`src/rtl/twn_sched_pkg.sv`:
```
// Shared types and constants for the TWN frame sequencer: FSM states,
// the prediction FIFO entry layout and the host TDATA packing.
package twn_sched_pkg;

    localparam int CLASSES = 4;
    localparam int FID_W   = 16;
    localparam int TDATA_W = 512;
    localparam int SCORE_W = 16 * CLASSES;

    typedef enum logic [1:0] {
        ST_IDLE        = 2'd0,
        ST_WAIT_CREDIT = 2'd1,
        ST_STREAM      = 2'd2,
        ST_DRAIN       = 2'd3
    } state_e;

    typedef struct packed {
        logic [FID_W-1:0]   fid;
        logic               last;
        logic [SCORE_W-1:0] scores;
    } pred_entry_t;

    // Scores in the low bits, frame id in the top bits, everything else zero.
    function automatic logic [TDATA_W-1:0] pack_tdata(input pred_entry_t e);
        logic [TDATA_W-1:0] t;
        t                      = {TDATA_W{1'b0}};
        t[SCORE_W-1:0]         = e.scores;
        t[TDATA_W-1 -: FID_W]  = e.fid;
        return t;
    endfunction

endpackage

```
`src/rtl/twn_frame_sequencer_pred_fifo.sv`:
```
// Synchronous prediction FIFO; the head entry comes straight from storage
// flops, and a push into a full FIFO is accepted when a pop frees the slot.
module pred_fifo
    import twn_sched_pkg::*;
#(
    parameter int  DEPTH = 4,
    localparam int CNT_W = $clog2(DEPTH + 1),
    localparam int PTR_W = (DEPTH > 1) ? $clog2(DEPTH) : 1
) (
    input  logic             clk,
    input  logic             rst,
    input  logic             push,
    input  pred_entry_t      push_data,
    input  logic             pop,
    output pred_entry_t      head_data,
    output logic [CNT_W-1:0] count,
    output logic             full,
    output logic             empty
);

    pred_entry_t      mem_q [DEPTH];
    pred_entry_t      mem_d [DEPTH];
    logic [PTR_W-1:0] wr_ptr_q, wr_ptr_d;
    logic [PTR_W-1:0] rd_ptr_q, rd_ptr_d;
    logic [CNT_W-1:0] count_q, count_d;
    logic             push_ok_s;
    logic             pop_ok_s;

    function automatic logic [PTR_W-1:0] ptr_inc(input logic [PTR_W-1:0] p);
        return (p == PTR_W'(DEPTH - 1)) ? {PTR_W{1'b0}} : p + PTR_W'(1);
    endfunction

    // Next-state: pointer/count update and storage write.
    always_comb begin
        pop_ok_s  = pop && (count_q != {CNT_W{1'b0}});
        push_ok_s = push && ((count_q != CNT_W'(DEPTH)) || pop_ok_s);
        wr_ptr_d  = push_ok_s ? ptr_inc(wr_ptr_q) : wr_ptr_q;
        rd_ptr_d  = pop_ok_s ? ptr_inc(rd_ptr_q) : rd_ptr_q;
        count_d   = count_q + CNT_W'(push_ok_s) - CNT_W'(pop_ok_s);
        for (int i = 0; i < DEPTH; i++) begin
            mem_d[i] = (push_ok_s && (wr_ptr_q == PTR_W'(i))) ? push_data : mem_q[i];
        end
    end

    // State registers.
    always_ff @(posedge clk) begin
        if (rst) begin
            wr_ptr_q <= {PTR_W{1'b0}};
            rd_ptr_q <= {PTR_W{1'b0}};
            count_q  <= {CNT_W{1'b0}};
            for (int i = 0; i < DEPTH; i++) begin
                mem_q[i] <= '0;
            end
        end else begin
            wr_ptr_q <= wr_ptr_d;
            rd_ptr_q <= rd_ptr_d;
            count_q  <= count_d;
            for (int i = 0; i < DEPTH; i++) begin
                mem_q[i] <= mem_d[i];
            end
        end
    end

    assign head_data = mem_q[rd_ptr_q];
    assign count     = count_q;
    assign full      = (count_q == CNT_W'(DEPTH));
    assign empty     = (count_q == {CNT_W{1'b0}});

endmodule

```
`src/rtl/twn_frame_sequencer.sv`:
```
// Frame sequencer for the TWN classifier: admits whole I/Q frames only when a
// result slot is guaranteed, tags returned predictions and queues them for the host.
module twn_frame_sequencer
    import twn_sched_pkg::*;
#(
    parameter int  BEATS_PER_FRAME = 256,
    parameter int  MAX_INFLIGHT    = 4,
    localparam int BEAT_W = (BEATS_PER_FRAME > 1) ? $clog2(BEATS_PER_FRAME) : 1,
    localparam int CNT_W  = $clog2(MAX_INFLIGHT + 1)
) (
    input  logic               clk,
    input  logic               rst,
    input  logic               cfg_enable,
    input  logic               cfg_start,
    input  logic [15:0]        cfg_num_frames,
    input  logic [31:0]        i_in_TDATA,
    input  logic               i_in_TVALID,
    output logic               i_in_TREADY,
    input  logic [31:0]        q_in_TDATA,
    input  logic               q_in_TVALID,
    output logic               q_in_TREADY,
    output logic               twn_vld_in,
    output logic [63:0]        twn_data_in,
    input  logic               twn_vld_out,
    input  logic [SCORE_W-1:0] twn_data_out,
    output logic [TDATA_W-1:0] predictions_TDATA,
    output logic               predictions_TVALID,
    output logic               predictions_TLAST,
    input  logic               predictions_TREADY,
    output logic               busy,
    output logic               err_spurious,
    output logic               err_overflow
);

    state_e            state_q, state_d;
    logic [BEAT_W-1:0] beat_cnt_q, beat_cnt_d;
    logic [CNT_W-1:0]  in_twn_q, in_twn_d;
    logic [15:0]       issued_q, issued_d;
    logic [15:0]       results_q, results_d;
    logic [FID_W-1:0]  fid_q, fid_d;
    logic              ready_q, ready_d;
    logic              busy_q, busy_d;
    logic              twn_vld_in_q, twn_vld_in_d;
    logic [63:0]       twn_data_in_q, twn_data_in_d;
    logic              err_spurious_q, err_spurious_d;
    logic              err_overflow_q, err_overflow_d;

    logic              beat_acc_s, frame_done_s, credit_ok_s, run_done_s;
    logic              spurious_s, overflow_s, push_s, pop_s, ret_s;
    pred_entry_t       push_entry_s, head_s;
    logic [CNT_W-1:0]  fifo_count_s;
    logic              fifo_full_s, fifo_empty_s;

    pred_fifo #(.DEPTH(MAX_INFLIGHT)) u_pred_fifo (
        .clk       (clk),
        .rst       (rst),
        .push      (push_s),
        .push_data (push_entry_s),
        .pop       (pop_s),
        .head_data (head_s),
        .count     (fifo_count_s),
        .full      (fifo_full_s),
        .empty     (fifo_empty_s)
    );

    // Handshake decode, credit accounting and FSM next-state.
    always_comb begin
        beat_acc_s   = ready_q && i_in_TVALID && q_in_TVALID;
        frame_done_s = beat_acc_s && (beat_cnt_q == BEAT_W'(BEATS_PER_FRAME - 1));
        pop_s        = !fifo_empty_s && predictions_TREADY;
        spurious_s   = twn_vld_out && (in_twn_q == {CNT_W{1'b0}});
        ret_s        = twn_vld_out && !spurious_s;
        overflow_s   = ret_s && fifo_full_s && !pop_s;
        push_s       = ret_s && !overflow_s;
        // Admitted-but-unsent frames are those in the TWN plus those queued.
        credit_ok_s  = ({1'b0, in_twn_q} + {1'b0, fifo_count_s}) < (CNT_W + 1)'(MAX_INFLIGHT);
        run_done_s   = (cfg_num_frames != 16'd0) && (issued_q == cfg_num_frames);

        push_entry_s.fid    = fid_q;
        push_entry_s.last   = (cfg_num_frames != 16'd0) && ((results_q + 16'd1) == cfg_num_frames);
        push_entry_s.scores = twn_data_out;

        state_d        = state_q;
        beat_cnt_d     = beat_cnt_q;
        issued_d       = issued_q;
        results_d      = results_q + 16'(push_s);
        fid_d          = fid_q + FID_W'(push_s);
        in_twn_d       = in_twn_q + CNT_W'(frame_done_s) - CNT_W'(ret_s);
        err_spurious_d = err_spurious_q || spurious_s;
        err_overflow_d = err_overflow_q || overflow_s;

        case (state_q)
            ST_IDLE: begin
                if (cfg_start && cfg_enable) begin
                    state_d   = ST_WAIT_CREDIT;
                    issued_d  = 16'd0;
                    results_d = 16'd0;
                end else begin
                    state_d = ST_IDLE;
                end
            end
            ST_WAIT_CREDIT: begin
                if (!cfg_enable || run_done_s) begin
                    state_d = ST_DRAIN;
                end else if (credit_ok_s) begin
                    state_d = ST_STREAM;
                end else begin
                    state_d = ST_WAIT_CREDIT;
                end
            end
            ST_STREAM: begin
                if (frame_done_s) begin
                    beat_cnt_d = {BEAT_W{1'b0}};
                    issued_d   = issued_q + 16'd1;
                    state_d    = ST_WAIT_CREDIT;
                end else if (beat_acc_s) begin
                    beat_cnt_d = beat_cnt_q + BEAT_W'(1);
                end else begin
                    beat_cnt_d = beat_cnt_q;
                end
            end
            ST_DRAIN: begin
                if ((in_twn_q == {CNT_W{1'b0}}) && fifo_empty_s) begin
                    state_d = ST_IDLE;
                end else begin
                    state_d = ST_DRAIN;
                end
            end
            default: begin
                state_d = ST_IDLE;
            end
        endcase

        ready_d       = (state_d == ST_STREAM);
        busy_d        = (state_d != ST_IDLE);
        twn_vld_in_d  = beat_acc_s;
        twn_data_in_d = beat_acc_s ? {i_in_TDATA[15:0], q_in_TDATA[15:0],
                                      i_in_TDATA[31:16], q_in_TDATA[31:16]} : 64'd0;
    end

    // State and registered outputs.
    always_ff @(posedge clk) begin
        if (rst) begin
            state_q        <= ST_IDLE;
            beat_cnt_q     <= {BEAT_W{1'b0}};
            in_twn_q       <= {CNT_W{1'b0}};
            issued_q       <= 16'd0;
            results_q      <= 16'd0;
            fid_q          <= {FID_W{1'b0}};
            ready_q        <= 1'b0;
            busy_q         <= 1'b0;
            twn_vld_in_q   <= 1'b0;
            twn_data_in_q  <= 64'd0;
            err_spurious_q <= 1'b0;
            err_overflow_q <= 1'b0;
        end else begin
            state_q        <= state_d;
            beat_cnt_q     <= beat_cnt_d;
            in_twn_q       <= in_twn_d;
            issued_q       <= issued_d;
            results_q      <= results_d;
            fid_q          <= fid_d;
            ready_q        <= ready_d;
            busy_q         <= busy_d;
            twn_vld_in_q   <= twn_vld_in_d;
            twn_data_in_q  <= twn_data_in_d;
            err_spurious_q <= err_spurious_d;
            err_overflow_q <= err_overflow_d;
        end
    end

    assign i_in_TREADY        = ready_q;
    assign q_in_TREADY        = ready_q;
    assign twn_vld_in         = twn_vld_in_q;
    assign twn_data_in        = twn_data_in_q;
    assign predictions_TVALID = !fifo_empty_s;
    assign predictions_TDATA  = fifo_empty_s ? {TDATA_W{1'b0}} : pack_tdata(head_s);
    assign predictions_TLAST  = !fifo_empty_s && head_s.last;
    assign busy               = busy_q;
    assign err_spurious       = err_spurious_q;
    assign err_overflow       = err_overflow_q;

endmodule

```
`config.mk`:
```
export PLATFORM = sky130hd
export DESIGN_NAME = twn_frame_sequencer
export DESIGN_NICKNAME = d
export VERILOG_FILES = /design/src/rtl/twn_sched_pkg.sv /design/src/rtl/twn_frame_sequencer_pred_fifo.sv /design/src/rtl/twn_frame_sequencer.sv
export SDC_FILE = /design/constraint.sdc
export NUM_CORES = 1
export LEC_CHECK = 0
export BUFFER_PORTS_ARGS = -buffer_cell sky130_fd_sc_hd__buf_2
export CORE_AREA = 10 10 279 281
export DETAILED_ROUTE_END_ITERATION = 8
export DIE_AREA = 0 0 289 291
export GPL_ROUTABILITY_DRIVEN = 0
export SLEW_MARGIN = 15
export SYNTH_ARGS = -nofsm -noshare
export SYNTH_HDL_FRONTEND = slang
export SYNTH_SLANG_ARGS = --single-unit
```
`constraint.sdc`:
```
create_clock -name clk -period 3.6 [get_ports clk]
set_input_delay 0.36 -clock clk [delete_from_list [all_inputs] [get_ports clk]]
set_output_delay 0.36 -clock clk [all_outputs]
set_load 0.03 [all_outputs]
```
==> metrics.md, run 1 <==
| Metric | Value |
|---|---|
| Met2 wire length | `33.9 mm` |
| Fin nets | `2431` |
| Sequential cell area fraction in the yosys report | `53.1%` |
| Crit. End Element | `primary output` |
| Number of synthesized flops with an enable pin | `324` |
| Mean Syn Cell Area | `12.2 µm²` |
| Mapped Cells | `1934` |
| Area Growth Syn to Fin | `13.4%` |
| Core area | `72300 µm²` |
| Hold WS | `48.5 ps` |
| Top-area cell type share of the netlist area | `41.3%` |
| Initial DRC count | `921` |
| Post-synth top flop | `edfxtp_1` |
| Vias in the first global route | `15.0k` |
| Req. time, crit path | `3240 ps` |
| # DRC | `0` |
| # rows | `99` |
| Cell accounting for the most synthesized area | `edfxtp_1` |
| Port bufs | `303` |
| Flop2flop setup slack | `720 ps` |
| GR Util All Layers | `15.6%` |
| Power, Total | `16.4 mW` |
| Static Leak | `11.2 nW` |
| TritonCTS Buffers | `54` |
| #FFs+latches synth | `463` |
| Logic pwr share | `26.9%` |
| Slowest cell on crit path | `dfxtp_4` |
| Met1 Wirelength | `29.0 mm` |
| Maximum vdd drop | `0.000388 V` |
| Initial Util | `32.6%` |
| Critical path fanouts, max | `27` |
| PostCTS Resize Cnt | `0` |
| Design area | `26700 µm²` |
| Crit-path max cell delay | `740 ps` |
| Die footprint | `84100 µm²` |
| Worst-path clk slew | `60 ps` |
| Clk buf depth | `3` |
| Relative slew slack | `32.5%` |
| Hold crit path type | `in -> reg` |
| CP top delay family | `flip-flops` |
| CTS H-tree lvls | `2` |
| Met3 wire length | `4.57 mm` |
| Yosys cell types | `60` |
| First-pass GRT wire length | `100 mm` |
| Final Worst Setup Slack | `564 ps` |
| Layout cells sized above 1 | `22.4%` |
| Final-report setup violation count | `0` |
| Status | `finished, final reports clean` |
| FMAX | `329 MHz` |
| PwrDens | `614 nW/µm²` |
| Clk_lat worst skew | `600 ps` |
| Cell with the most instances after synthesis | `and2_1` |
| Reg power frac | `40.0%` |
| Sw Share | `33.7%` |
| Maximum number of pins on one net before global-route repair | `83` |
| Crit-path cells | `buf_4, mux4_2, and2_1, buf_2` |
| Max-cap viol count | `0` |
| ANT nets after route | `0` |
| Synth top cells by count | `and2_1, buf_4, edfxtp_1` |
| Fin Clk Skew | `17.8 ps` |
| Vias per inst | `4.31` |
| Worst slew pin tran | `1010 ps` |
| Uppermost layer routed | `met5` |
| Clock power frac | `33.1%` |
| Final hold vios | `0` |
| Area post-placement | `24600 µm²` |
| IO Pins | `736` |
| Post-placement setup slack | `655 ps` |
| Crit path kind | `reg -> out` |
| Switching pwr | `5.53 mW` |
| GR Overflow Total | `0` |
| Warnings, synthesis | `0` |
| Worst path bufs/invs | `2` |
| Final max-slew violation count | `0` |
| DIE WIDTH | `289 µm` |
| Antenna violations before repair | `13` |
| Die Span Y | `291 µm` |
| Via count | `14.1k` |
| Largest cells by area after synthesis | `edfxtp_1, buf_4, and2_1` |
| Tmin final | `3040 ps` |
| Post-synthesis cell area | `23600 µm²` |
| Post-route clock period utilization | `84.3%` |
| Ys async rst share | `0%` |
| Wirelength, routed | `68.3 mm` |
| TritonRoute pass-1 iters | `6` |
| WL/cell | `20.9 µm` |
| TritonCTS clock tree | `yes` |
| Root Buffer | `clkbuf_16` |
| Int Pwr | `10.9 mW` |
| WP data arrival | `2680 ps` |
| CP startpoint kind | `register` |
| Post-route setup TNS | `0 ps` |
| CTS sink cnt | `463` |
| Unrepaired setup endpoints after global routing | `no` |
| HPWL Detailed | `49.0 mm` |
-- worst register-to-register path: stages (launching register included) --
cell and delay, ps:
dfxtp_1 410, o31a_1 230, and2b_1 480, and3b_2 980, buf_4 380, nand2_1 80, nor4_1 160
-- logic make-up (layout without fill, tap and decap cells) --
kind of cell	Yosys count	count (layout)	share of synthesized area, %
AOI/OAI and AO/OA	58	58	1.65
xor gates and xnor gates	82	82	3.05
adders and majority gates	20	20	1.13
buffers and inverters	542	480	15.8
DFF	463	463	53.1
muxes	83	83	7.83
other	1	435	0.0159
and+or+nand+nor	685	685	17.5
-- worst paths after layout --
check / from / endpoint / depth (start not counted)
max: register / predictions_TDATA[25] / 4
min: q_in_TDATA[3] / twn_data_in[35] / 2
max reg2reg: in_twn_q[1] / u_pred_fifo.mem_q[0][64] / 6
min reg2reg: u_pred_fifo.rd_ptr_q[1] / register / 2
-- power by group through the flow --
stage	Clock [mW]	Combinational, mW	Sequential [mW]
after floorplan	0	3.52	6.59
after CTS	5.61	4.47	6.58
final	5.44	4.42	6.57
after global routing	5.82	4.74	6.63
after detailed placement	0	4.43	6.70
after global placement	0	4.39	6.66
-- sequential cells by signal, summed over array words and instances, names as in the netlist, named ones only --
signal                count
beat_cnt_q                8
twn_data_in              64
err_spurious              1
twn_vld_in                1
u_pred_fifo.wr_ptr_q      2
u_pred_fifo.mem_q       324
fid_q                    16
err_overflow              1
state_q                   2
in_twn_q                  3
u_pred_fifo.count         3
issued_q                 16
i_in_TREADY               1
results_q                16
busy                      1
u_pred_fifo.rd_ptr_q      2
-- timing repair --
action / 4_1_cts / 5_1_grt
endpoints found under the hold margin: 37 / 0
hold buffers: 37 / 0
setup endpoints to repair: 0 / 0
setup buffers: 0 / 0
-- per-layer routing --
metal / GRT usage, % / up-vias
li1: - / 6416
met1: 20.0 / 7023
met2: 26.8 / 538
met5: 0 / -
met3: 3.60 / 75
met4: 2.84 / 4
-- metrics by stage --
step           utilization (%)  instances
2_1_floorplan                -       2365
3_3_place_gp              34.0       3125
3_5_place_dp              34.0       3125
4_1_cts                   36.9       3262
5_1_grt                   36.9       3264
6_report                  36.9       3265
-- cell usage in the layout, fill, tap and decap left out, types with 13 or more instances in the layout --
cell type      netlist  routed
and2_1             468     468
conb_1               1     432
edfxtp_1           324     324
buf_2               19     303
dfxtp_1            139     137
mux4_2              81      81
nor2_1              59      59
clkbuf_16            0      55
xnor2_1             49      49
dlygate4sd3_1        0      37
xor2_1              33      33
nand2_1             29      29
nor3_1              22      22
nand3_1             21      21
nand4_1             18      18
ha_1                18      18
buf_4              436      17
a21oi_1             16      16
inv_1               15      14
clkinv_2             0      13
-- area by class of cell --
| cell class | instances | area, µm² |
|---|---|---|
| Fill cell | 7103 | 45600 |
| Sequential cell | 463 | 12500 |
| Multi-Input combinational cell | 1360 | 9000 |
| Timing Repair Buffer | 365 | 2170 |
| Clock buffer | 67 | 1440 |
| Tap cell | 959 | 1200 |
| Clock inverter | 33 | 320 |
| Inverter | 15 | 56.3 |
| Antenna cell | 3 | 7.51 |
No activity file was read; power rests on OpenSTA's default activity.
==> run 2: changes to the inputs <==
clock period = 3.1 ns   (was 3.6 ns; I/O delays follow)
==> run 2 against run 1 <==
  * First-iteration DRC count grew 1.2%
  * Core utilization grew 0.94 points
  * Largest cell class unchanged
  * Critical path depth is the same
  * Highest routed layer unchanged
  * Critical path type unchanged
==> metrics.md, run 2 (synthesized netlist as in run 1, its figures left out) <==
| Metric | Value |
|---|---|
| Port bufs | `303 (unchanged)` |
| GR Util All Layers | `15.7% (+0.11 points)` |
| Hold crit path type | `in -> reg` |
| WL/cell | `20.7 µm (-1.3%)` |
| TritonRoute pass-1 iters | `6 (unchanged)` |
| CTS H-tree lvls | `2 (unchanged)` |
| Maximum vdd drop | `0.000440 V (+13%)` |
| Core area | `72300 µm² (unchanged)` |
| Die Span Y | `291 µm (unchanged)` |
| Clk_lat worst skew | `620 ps (+20 ps)` |
| Die footprint | `84100 µm² (unchanged)` |
| CTS sink cnt | `463 (unchanged)` |
| # DRC | `0 (unchanged)` |
| Max-cap viol count | `0 (unchanged)` |
| First-pass GRT wire length | `100 mm (about the same)` |
| Worst path bufs/invs | `2 (unchanged)` |
| Layout cells sized above 1 | `22.1% (-0.36 points)` |
| CP top delay family | `buffers and inverters` |
| Antenna violations before repair | `17 (+4)` |
| Fin nets | `2491 (+2.5%)` |
| Final hold vios | `0 (unchanged)` |
| Root Buffer | `clkbuf_16` |
| WP data arrival | `2400 ps (-280 ps)` |
| Area Growth Syn to Fin | `16.3%` |
| ANT nets after route | `0 (unchanged)` |
| Req. time, crit path | `2790 ps (-450 ps)` |
| Status | `finished, final reports clean` |
| Unrepaired setup endpoints after global routing | `no` |
| GR Overflow Total | `0 (unchanged)` |
| Final-report setup violation count | `0 (unchanged)` |
| Critical path fanouts, max | `20 (-26%)` |
| FMAX | `369 MHz` |
| Most flop-heavy register | `u_pred_fifo.mem_q` |
| Relative slew slack | `63.5% (+31 points)` |
| Post-route clock period utilization | `87.5%` |
| Vias in the first global route | `15.3k (+2.1%)` |
| Final max-slew violation count | `0 (unchanged)` |
| Initial Util | `32.6% (unchanged)` |
| Static Leak | `11.5 nW (+2.5%)` |
| Slowest cell on crit path | `dfxtp_4` |
| Commonest non-fill, non-tap cells in the layout | `and2_1, conb_1, edfxtp_1, buf_2, dfxtp_1` |
| Commonest non-fill, non-tap cell in the layout | `and2_1` |
| Largest register FFs | `324 (unchanged)` |
| Tmin final | `2710 ps` |
| Crit-path cells | `buf_4, mux4_2, and2_1, buf_2` |
| Maximum number of pins on one net before global-route repair | `83 (unchanged)` |
| Worst-path clk slew | `60 ps (about the same)` |
| DIE WIDTH | `289 µm (unchanged)` |
| Crit-path max cell delay | `580 ps (-160 ps)` |
| Via count | `14.2k (+0.74%)` |
| Clk buf depth | `3 (unchanged)` |
| Crit. End Element | `primary output` |
| Util after Layout | `37.9% (+0.94 points)` |
| TritonCTS Buffers | `54 (unchanged)` |
| Worst slew pin tran | `546 ps (-466 ps)` |
| Post-route setup TNS | `0 ps (unchanged)` |
| Wirelength, routed | `68.8 mm (+0.63%)` |
| Vias per inst | `4.25 (-1.2%)` |
| HPWL Detailed | `48.9 mm (-0.23%)` |
| CP startpoint kind | `register` |
| # rows | `99 (unchanged)` |
| Fin Clk Skew | `27.3 ps (+9.47 ps)` |
| TritonCTS clock tree | `yes` |
| PwrDens | `701 nW/µm² (+14%)` |
| Initial DRC count | `932 (+1.2%)` |
| Crit path kind | `reg -> out` |
| IO Pins | `736 (unchanged)` |
==> run 2: changes by cell type in the layout (fill, tap and decap cells not counted), moves of 2 or more <==
cell and change:
dlygate4sd3_1 +56, buf_12 +6, inv_6 -4, clkbuf_8 +3
diode_2 +3, buf_4 -2
==> run 2: final cells by class <==
cell class / count / area [µm²]
flip-flops and latches: 463 / 12500
clock buffers: 68 / 1450
inverters: 15 / 56.3
clock inverters: 32 / 315
multi-input cells: 1360 / 9000
repair buffers: 425 / 2840
fillers: 6991 / 44900
well taps: 959 / 1200
diodes: 6 / 15.0
==> run 2: worst paths after layout <==
check / start / end / slack (ps) / cells past startpoint
max: register / predictions_TLAST / 390 / 4
max reg2reg: u_pred_fifo.count[1] / u_pred_fifo.mem_q[1][79] / 620 / 5
min: q_in_TDATA[24] / twn_data_in[8] / 2 / 2
min reg2reg: u_pred_fifo.rd_ptr_q[1] / register / 490 / 2
==> run 2: power breakdown <==
group          switching, mW  internal, mW  leakage [nW]  total [mW]
registers              0.249          7.31          4.49        7.56
clock network           2.65          3.67         0.867        6.32
logic                   3.54          1.80          6.10        5.34
total                   6.44          12.8          11.5        19.2
==> run 2: through the flow <==
stage	instance area (µm²)	setup WS [ps]	hold WS, ps	cells	total power, mW
floorplan	25200	56.3	432	2365	11.7
global placement	24700	629	456	3129	12.9
detailed placement	24700	609	479	3129	13.0
CTS	27400	297	1.99	3322	19.5
global route	27400	253	4.81	3324	20.1
finish	27400	389	1.56	3328	19.2
==> run 2: repair_timing <==
item / 4_1_cts / 5_1_grt
endpoints found under the hold margin: 223 / 0
setup endpoints to repair: 0 / 0
buffers inserted: 0 / 0
hold buffers: 93 / 0
resized for setup: 0 / 0
==> run 2: layer usage <==
layer	GRT usage (%)	share of wire (%)	vias to the layer above
met5	0	0.095	-
met4	4.56	2.3	10
met3	4.47	7.3	91
met2	25.9	49	528
met1	19.8	42	7000
li1	-	-	6531
